File: src/rtl/sdp_pipe_if.sv
// Handshake/data bundle for sdp_pipe; the sig member exists only when SDP_PIPE_SIG_EN is defined.
interface sdp_pipe_if #(parameter int W = 1);
  logic         in_valid;
  logic         in_ready;
  logic         ctl_1;
  logic         ctl_2;
  logic [W-1:0] a;
  logic [W-1:0] b;
  logic [W-1:0] c;
  logic         stall;
  logic         flush;
  logic         out_valid;
  logic [W-1:0] out_data;
`ifdef SDP_PIPE_SIG_EN
  logic [W-1:0] sig;
`endif

  modport master (
    output in_valid, ctl_1, ctl_2, a, b, c, stall, flush,
`ifdef SDP_PIPE_SIG_EN
    input  sig,
`endif
    input  in_ready, out_valid, out_data
  );

  modport slave (
    input  in_valid, ctl_1, ctl_2, a, b, c, stall, flush,
`ifdef SDP_PIPE_SIG_EN
    output sig,
`endif
    output in_ready, out_valid, out_data
  );
endinterface

File: src/rtl/sdp_pipe.sv
// Pipelined select/datapath unit for the sdp pair: out_data lands 3 un-stalled edges after the accept edge.
// Optional running signature on bus.sig when SDP_PIPE_SIG_EN is defined.
module sdp_alu_bit (
  input  logic [1:0] op,
  input  logic       a,
  input  logic       b,
  input  logic       c,
  output logic       y
);
  always_comb begin
    y = 1'b0;
    case (op)
      2'b00:   y = a & b;
      2'b01:   y = a | b;
      2'b10:   y = a ^ b ^ c;
      default: y = (a & b) | (a & c) | (b & c);
    endcase
  end
endmodule

module sdp_pipe #(
  parameter int W = 1
) (
  input logic     clk,
  input logic     reset,
  sdp_pipe_if.slave bus
);
  typedef struct packed {
    logic [1:0]   op;
    logic [W-1:0] a;
    logic [W-1:0] b;
    logic [W-1:0] c;
  } req_t;

  // vld_pipe[0] is the accept register; [1..3] are the three stages. Together
  // they give the 3-edge latency the checker's delay line expects.
  logic [3:0]   vld_pipe;
  req_t         req_in, req_cap, req_s1;
  logic [W-1:0] res_comb, res_s2, res_s3;
  logic         advance;

  assign advance      = !bus.stall;
  assign bus.in_ready = !bus.stall;
  assign req_in       = '{op: {bus.ctl_2, bus.ctl_1}, a: bus.a, b: bus.b, c: bus.c};

  for (genvar i = 0; i < W; i++) begin : g_lane
    sdp_alu_bit u_alu (
      .op (req_s1.op),
      .a  (req_s1.a[i]),
      .b  (req_s1.b[i]),
      .c  (req_s1.c[i]),
      .y  (res_comb[i])
    );
  end

  always_ff @(posedge clk or negedge reset) begin
    if (!reset) begin
      vld_pipe <= '0;
      req_cap  <= '0;
      req_s1   <= '0;
      res_s2   <= '0;
      res_s3   <= '0;
    end else begin
      if (advance) begin
        vld_pipe <= {vld_pipe[2:0], bus.in_valid};
        req_cap  <= req_in;
        req_s1   <= req_cap;
        res_s2   <= res_comb;
        res_s3   <= res_s2;
      end
      // Flush wins over stall on the valid bits only.
      if (bus.flush) vld_pipe <= '0;
    end
  end

  assign bus.out_valid = vld_pipe[3];
  assign bus.out_data  = res_s3;

`ifdef SDP_PIPE_SIG_EN
  logic [W-1:0] sig_q, sig_rot;

  if (W == 1) begin : g_rot1
    assign sig_rot = sig_q;
  end else begin : g_rotn
    assign sig_rot = {sig_q[W-2:0], sig_q[W-1]};
  end

  always_ff @(posedge clk or negedge reset) begin
    if (!reset)                                      sig_q <= '0;
    else if (advance && !bus.flush && vld_pipe[2])   sig_q <= sig_rot ^ res_s2;
  end

  assign bus.sig = sig_q;
`endif
endmodule
File: src/flat_wrapper.sv
// flat-port wrapper written by rule: the top's interface ports become plain ports
module sdp_pipe_flat 
#(
  parameter int W = 1
)
  (clk, reset, bus_in_valid, bus_ctl_1, bus_ctl_2, bus_a, bus_b, bus_c, bus_stall, bus_flush, bus_in_ready, bus_out_valid, bus_out_data);
  sdp_pipe_if #(.W(W)) bus_i ();
  input logic clk;
  input logic reset;
  input wire logic [$bits(bus_i.in_valid)-1:0] bus_in_valid;
  input wire logic [$bits(bus_i.ctl_1)-1:0] bus_ctl_1;
  input wire logic [$bits(bus_i.ctl_2)-1:0] bus_ctl_2;
  input wire logic [$bits(bus_i.a)-1:0] bus_a;
  input wire logic [$bits(bus_i.b)-1:0] bus_b;
  input wire logic [$bits(bus_i.c)-1:0] bus_c;
  input wire logic [$bits(bus_i.stall)-1:0] bus_stall;
  input wire logic [$bits(bus_i.flush)-1:0] bus_flush;
  output wire logic [$bits(bus_i.in_ready)-1:0] bus_in_ready;
  output wire logic [$bits(bus_i.out_valid)-1:0] bus_out_valid;
  output wire logic [$bits(bus_i.out_data)-1:0] bus_out_data;
  assign bus_i.in_valid = bus_in_valid;
  assign bus_i.ctl_1 = bus_ctl_1;
  assign bus_i.ctl_2 = bus_ctl_2;
  assign bus_i.a = bus_a;
  assign bus_i.b = bus_b;
  assign bus_i.c = bus_c;
  assign bus_i.stall = bus_stall;
  assign bus_i.flush = bus_flush;
  assign bus_in_ready = bus_i.in_ready;
  assign bus_out_valid = bus_i.out_valid;
  assign bus_out_data = bus_i.out_data;
  sdp_pipe #(.W(W)) u_core (.clk(clk), .reset(reset), .bus(bus_i));
endmodule
File: config.mk
export PLATFORM = sky130hd
export DESIGN_NAME = sdp_pipe_flat
export DESIGN_NICKNAME = d
export VERILOG_FILES = /design/src/rtl/sdp_pipe_if.sv /design/src/rtl/sdp_pipe.sv /design/src/flat_wrapper.sv
export SDC_FILE = /design/constraint.sdc
export NUM_CORES = 1
export LEC_CHECK = 0
export ABC_AREA = 1
export CORE_MARGIN = 10
export CORE_UTILIZATION = 53
export DETAILED_ROUTE_END_ITERATION = 16
export HOLD_SLACK_MARGIN = 0.06
export PLACE_DENSITY = 0.8
export SYNTH_ARGS = -nofsm -noshare
export SYNTH_HDL_FRONTEND = slang
export SYNTH_SLANG_ARGS = --single-unit
File: constraint.sdc
create_clock -name clk -period 2.16 [get_ports clk]
set_clock_uncertainty 0.1 [all_clocks]
set_input_delay 0.54 -clock clk [delete_from_list [all_inputs] [get_ports clk]]
set_output_delay 0.54 -clock clk [all_outputs]
set_load 0.01 [all_outputs]
Word-level counts from Yosys, hierarchy flattened
Cells that the tools add are included.
{"block": "word_totals", "ff_bits": 16, "inputBits": 10, "output_inout_bits": 3, "word_cells": 27}
{"block": "op_classes", "bitwise_logic": 8, "n_reduce_logical": 2, "n_mux": 3, "n_eq_ne": 3}
{"op": "2-to-1 mux 4 bit", "n": 2}
{"op": "bitwise AND 1 bit", "n": 3}
{"op": "bitwise OR 1 bit", "n": 3}
{"op": "case mux 1 bit (3 select lines)", "n": 1}
{"op": "== test 2 x 1 -> 1 bit (second input constant)", "n": 1}
{"op": "== test 2 bit (second input constant)", "n": 1}
{"op": "logical NOT 2 bit", "n": 1}
{"op": "inequality test 2 x 1 -> 1 bit (second input constant)", "n": 1}
{"op": "bitwise XOR 1 bit", "n": 2}
{"op": "logical NOT 1 bit", "n": 1}

Longest topological paths before layout
Gate-level depths: netlist (run 1).
{"block": "depth", "word_depth": 4, "ltp_mapped": 7, "mapped_depth_nobuf": 7}

Cells and area by module
From an unflattened synthesis (run 1), not the netlist that was laid out.
{"block": "hier_totals", "hier_cells": 78, "hier_area_um2": 705.7}
{"module": "sdp_pipe", "instances": 1, "seq_area_each_um2": 400.4, "area_each_um2": 609.3, "cells_per_inst": 62}
{"module": "sdp_alu_bit", "instances": 1, "seq_area_each_um2": 0.0, "area_each_um2": 96.3, "cells_per_inst": 16}

Least setup slack after synthesis (run 1)
OpenSTA, ideal clock, no wires.
{"block": "synth_timing", "path_kind": "in2out", "startpoint": "input bus_stall", "endpoint": "output bus_in_ready", "path_stages": 2, "required_ns": 1.520, "arrival_time_ns": 0.779, "path_buffers": 1, "slack_ns": 0.741, "cell_sequence": "inv_2 -> buf_8"}
{"block": "synth_via", "elab_chain_len": 1}
{"element": "start: declaration", "line": "flat_wrapper.sv:16", "text": "input wire logic [$bits(bus_i.stall)-1:0] bus_stall;"}
{"element": "logical NOT 1 bit", "line": "sdp_pipe.sv:43", "text": "assign bus.in_ready = !bus.stall;"}
{"element": "end: declaration", "line": "flat_wrapper.sv:18", "text": "output wire logic [$bits(bus_i.in_ready)-1:0] bus_in_ready;"}
Every way passes these cells.

Worst setup path after layout (run 1)
Same ends and word-level chain as after synthesis.

==> impl_metrics.tcl, run 1 <==
set metrics [dict create \
    cts_tree "done" \
    cts-root-buf "clkbuf_4" \
    p_switching_mw 0.167 \
    cts_made_buffers 3 \
    area_growth_pct 21.7 \
    slew_headroom 0.864 \
    antenna_left 0 \
    io_pins 13 \
    grt_pass1_wl_mm 2.28 \
    tightestPinTransition_ns 0.205 \
    fin_area_um2 878 \
    viasPerCell 4.85 \
    first_pass_iters 4 \
    arrival_ns 1.36 \
    diodes 0 \
    syn_area_um2 722 \
    comb_power_share 0.175 \
    finalWirelength_mm 1.34 \
    drive_gt1_frac 0.0947 \
    clockBufferDepth 2 \
    grt_pass1_vias 553 \
    power_density_mw_per_mm2 694 \
    fin_cells 110 \
    fill_cells 107 \
    setup_tns_ns 0 \
    routedWlPerCell_um 12.2 \
    dieArea_mm2 0.00324 \
    grt_overflow 0 \
    place_inst 107 \
    row_count 13 \
    fp.dieW_um 56.9 \
    postLayoutSetupSlackWorst_ns 0.164 \
    rsz0062_at_grt "no" \
    die_h_um 56.9 \
    endpoint_kind "output port" \
    maxCapViolCount 0 \
    syn_inst 79 \
    setup_viol 0 \
    syn_avg_cell_area_um2 9.14 \
    clkTransAtPathRegs_ns 0.08 \
    post_cts_buffers 0 \
    grt_max_degree 19 \
    drc 0 \
    antenna_found_initial 0 \
    layout_common_cells "nand2_1, dfrtp_1, inv_1, clkdlybuf4s50_1, nand3_1" \
    crit_type "primary input to output port" \
    maxSlewViolCount 0 \
    io_buffers 12 \
    dp_hpwl_mm 1.00 \
    yosysSeqAreaShare 0.555 \
    grt_usage 0.0879 \
    post-place-ws_ns -0.0620 \
    yosysWarnings 0 \
    pwr-share-seq 0.562 \
    internal_power_mw 0.443 \
    gp_congestion 0.766 \
    start_kind "primary input" \
    postPlaceCellArea_um2 857 \
    leakagePower_nw 0.456 \
    crit_family "buffers and inverters" \
    total_power_mw 0.610 \
    h-tree-depth 1 \
    crit_chain "clkdlybuf4s50_1 -> inv_2 -> dlygate4sd2_1" \
    initial_utilization 0.562 \
    fin_nets 110 \
    ys_ff_latch 16 \
    ir_worst_vdd_v 0.000474 \
    final_common_cell "nand2_1" \
    max_stage_delay_ns 0.50 \
    p_sw_frac 0.274 \
    crit_required_ns 1.52 \
    critical_path_buf_inv_count 3 \
    clock.fmax_ghz 0.501 \
    post-route-min-period_ns 2.00 \
    final_hold_viol_count 0 \
    hold_path.class "flop to flop" \
    core_area_mm2 0.00128 \
    clock_sinks 16 \
    crit_slowest_cell "clkdlybuf4s50_1" \
    synth_cell_types 15 \
    via_count 533 \
    p_clk_frac 0.263 \
    outcome "finished, final reports clean" \
    drt_iter0_markers 9 \
    clk_latency_ns 0.29 \
    critPathMaxFanout 2 \
    synth.net_count 92 \
    min_period_over_period 0.924 \
]
## path summary, 6_finish.rpt
path | slack (ns) | start | endpoint | cells past startpoint
setup / recovery | 0.16 | bus_stall | bus_in_ready | 3
min in group asynchronous | 0.45 | reset | u_core.req_s1[3] | 2
setup reg to reg | 0.68 | u_core.req_s1[2] | u_core.res_s2 | 7
hold / removal | 0.39 | u_core.req_cap[0] | u_core.req_cap[0] | 2
max in group asynchronous | 1.32 | reset | u_core.req_cap[0] | 2
hold reg to reg | 0.39 | u_core.req_cap[0] | u_core.req_cap[0] | 2
## per-layer routing
metal  global-route usage  share of wire  vias to the layer above
met2                0.147           0.45                       16
met3               0.0382          0.078                        5
met1               0.0835           0.44                      240
met4               0.0638          0.030                        0
li1                     -              -                      272
met5                    0              0                        -
## cell type report
class / count / area [µm²] / share of cell area
Inverter: 12 / 45.0 / 0.0513
Multi-Input combinational cell: 49 / 250 / 0.285
Sequential cell: 16 / 400 / 0.456
Clock buffer: 3 / 22.5 / 0.0256
Tap cell: 15 / 18.8 / 0.0214
Timing Repair Buffer: 15 / 141 / 0.161
## logic make-up (layout without fill, tap and decap cells)
family | Yosys count | after routing | share of synthesized area
adders and majority gates | 3 | 3 | 0.0624
and+or+nand+nor | 38 | 38 | 0.220
buffers and inverters | 14 | 30 | 0.0988
DFF | 16 | 16 | 0.555
AOI/OAI and AO/OA | 8 | 8 | 0.0641
## cells in the mapped netlist
| cell | instances | share of area |
|---|---|---|
| nand2_1 | 32 | 0.17 |
| dfrtp_1 | 16 | 0.55 |
| inv_1 | 11 | 0.057 |
| nand3_1 | 4 | 0.028 |
| o21ai_0 | 3 | 0.021 |
| ha_1 | 2 | 0.035 |
| o21ai_1 | 2 | 0.014 |
| o22ai_1 | 2 | 0.017 |
| buf_6 | 1 | 0.016 |
| buf_8 | 1 | 0.021 |
| fa_1 | 1 | 0.028 |
| inv_2 | 1 | 0.0052 |
| nand2_4 | 1 | 0.016 |
| nand3b_1 | 1 | 0.010 |
| o21ai_2 | 1 | 0.012 |
## power by group through the flow
stage               logic (mW)  clock network [mW]  registers, mW
floorplan               0.0633                   0          0.347
global placement         0.105                   0          0.347
detailed placement       0.109                   0          0.349
CTS                      0.109               0.158          0.343
global route             0.123               0.170          0.347
finish                   0.107               0.160          0.343
## per-stage QoR
step / hold WS, ns / utilization
4_1_cts: 0.389 / 0.684
2_1_floorplan: 0.144 / -
3_3_place_gp: 0.363 / 0.667
6_report: 0.386 / 0.684
5_1_grt: 0.408 / 0.684
3_5_place_dp: 0.366 / 0.667
## worst reg2reg max path, cell delays in order, from the launching register on
cell	delay (ns)
dfrtp_1	0.36
inv_1	0.09
fa_1	0.53
inv_1	0.04
nand2_1	0.05
nand3_1	0.07
nand3_1	0.08
nand2_1	0.05
## flip-flops by register name, summed over array words and instances, names as in the netlist
| name | count |
|---|---|
| u_core.req_s1 | 5 |
| u_core.vld_pipe | 4 |
| u_core.res_s2 | 1 |
| u_core.req_cap | 5 |
| u_core.bus.out_data | 1 |
## timing repair
item | CTS | global route
hold buffers | 0 | 0
endpoints found under the hold margin | 0 | 0
gates resized for setup | 1 | 0
setup endpoints to repair | 1 | 0
(Power assumes the default switching activity.)
==> run 2, diff against run 1 <==
ABC_CLOCK_PERIOD_IN_PS = 2160   (was default)
==> results of run 2 <==
No change in the layout: final DEF, timing and power equal those of run 1.
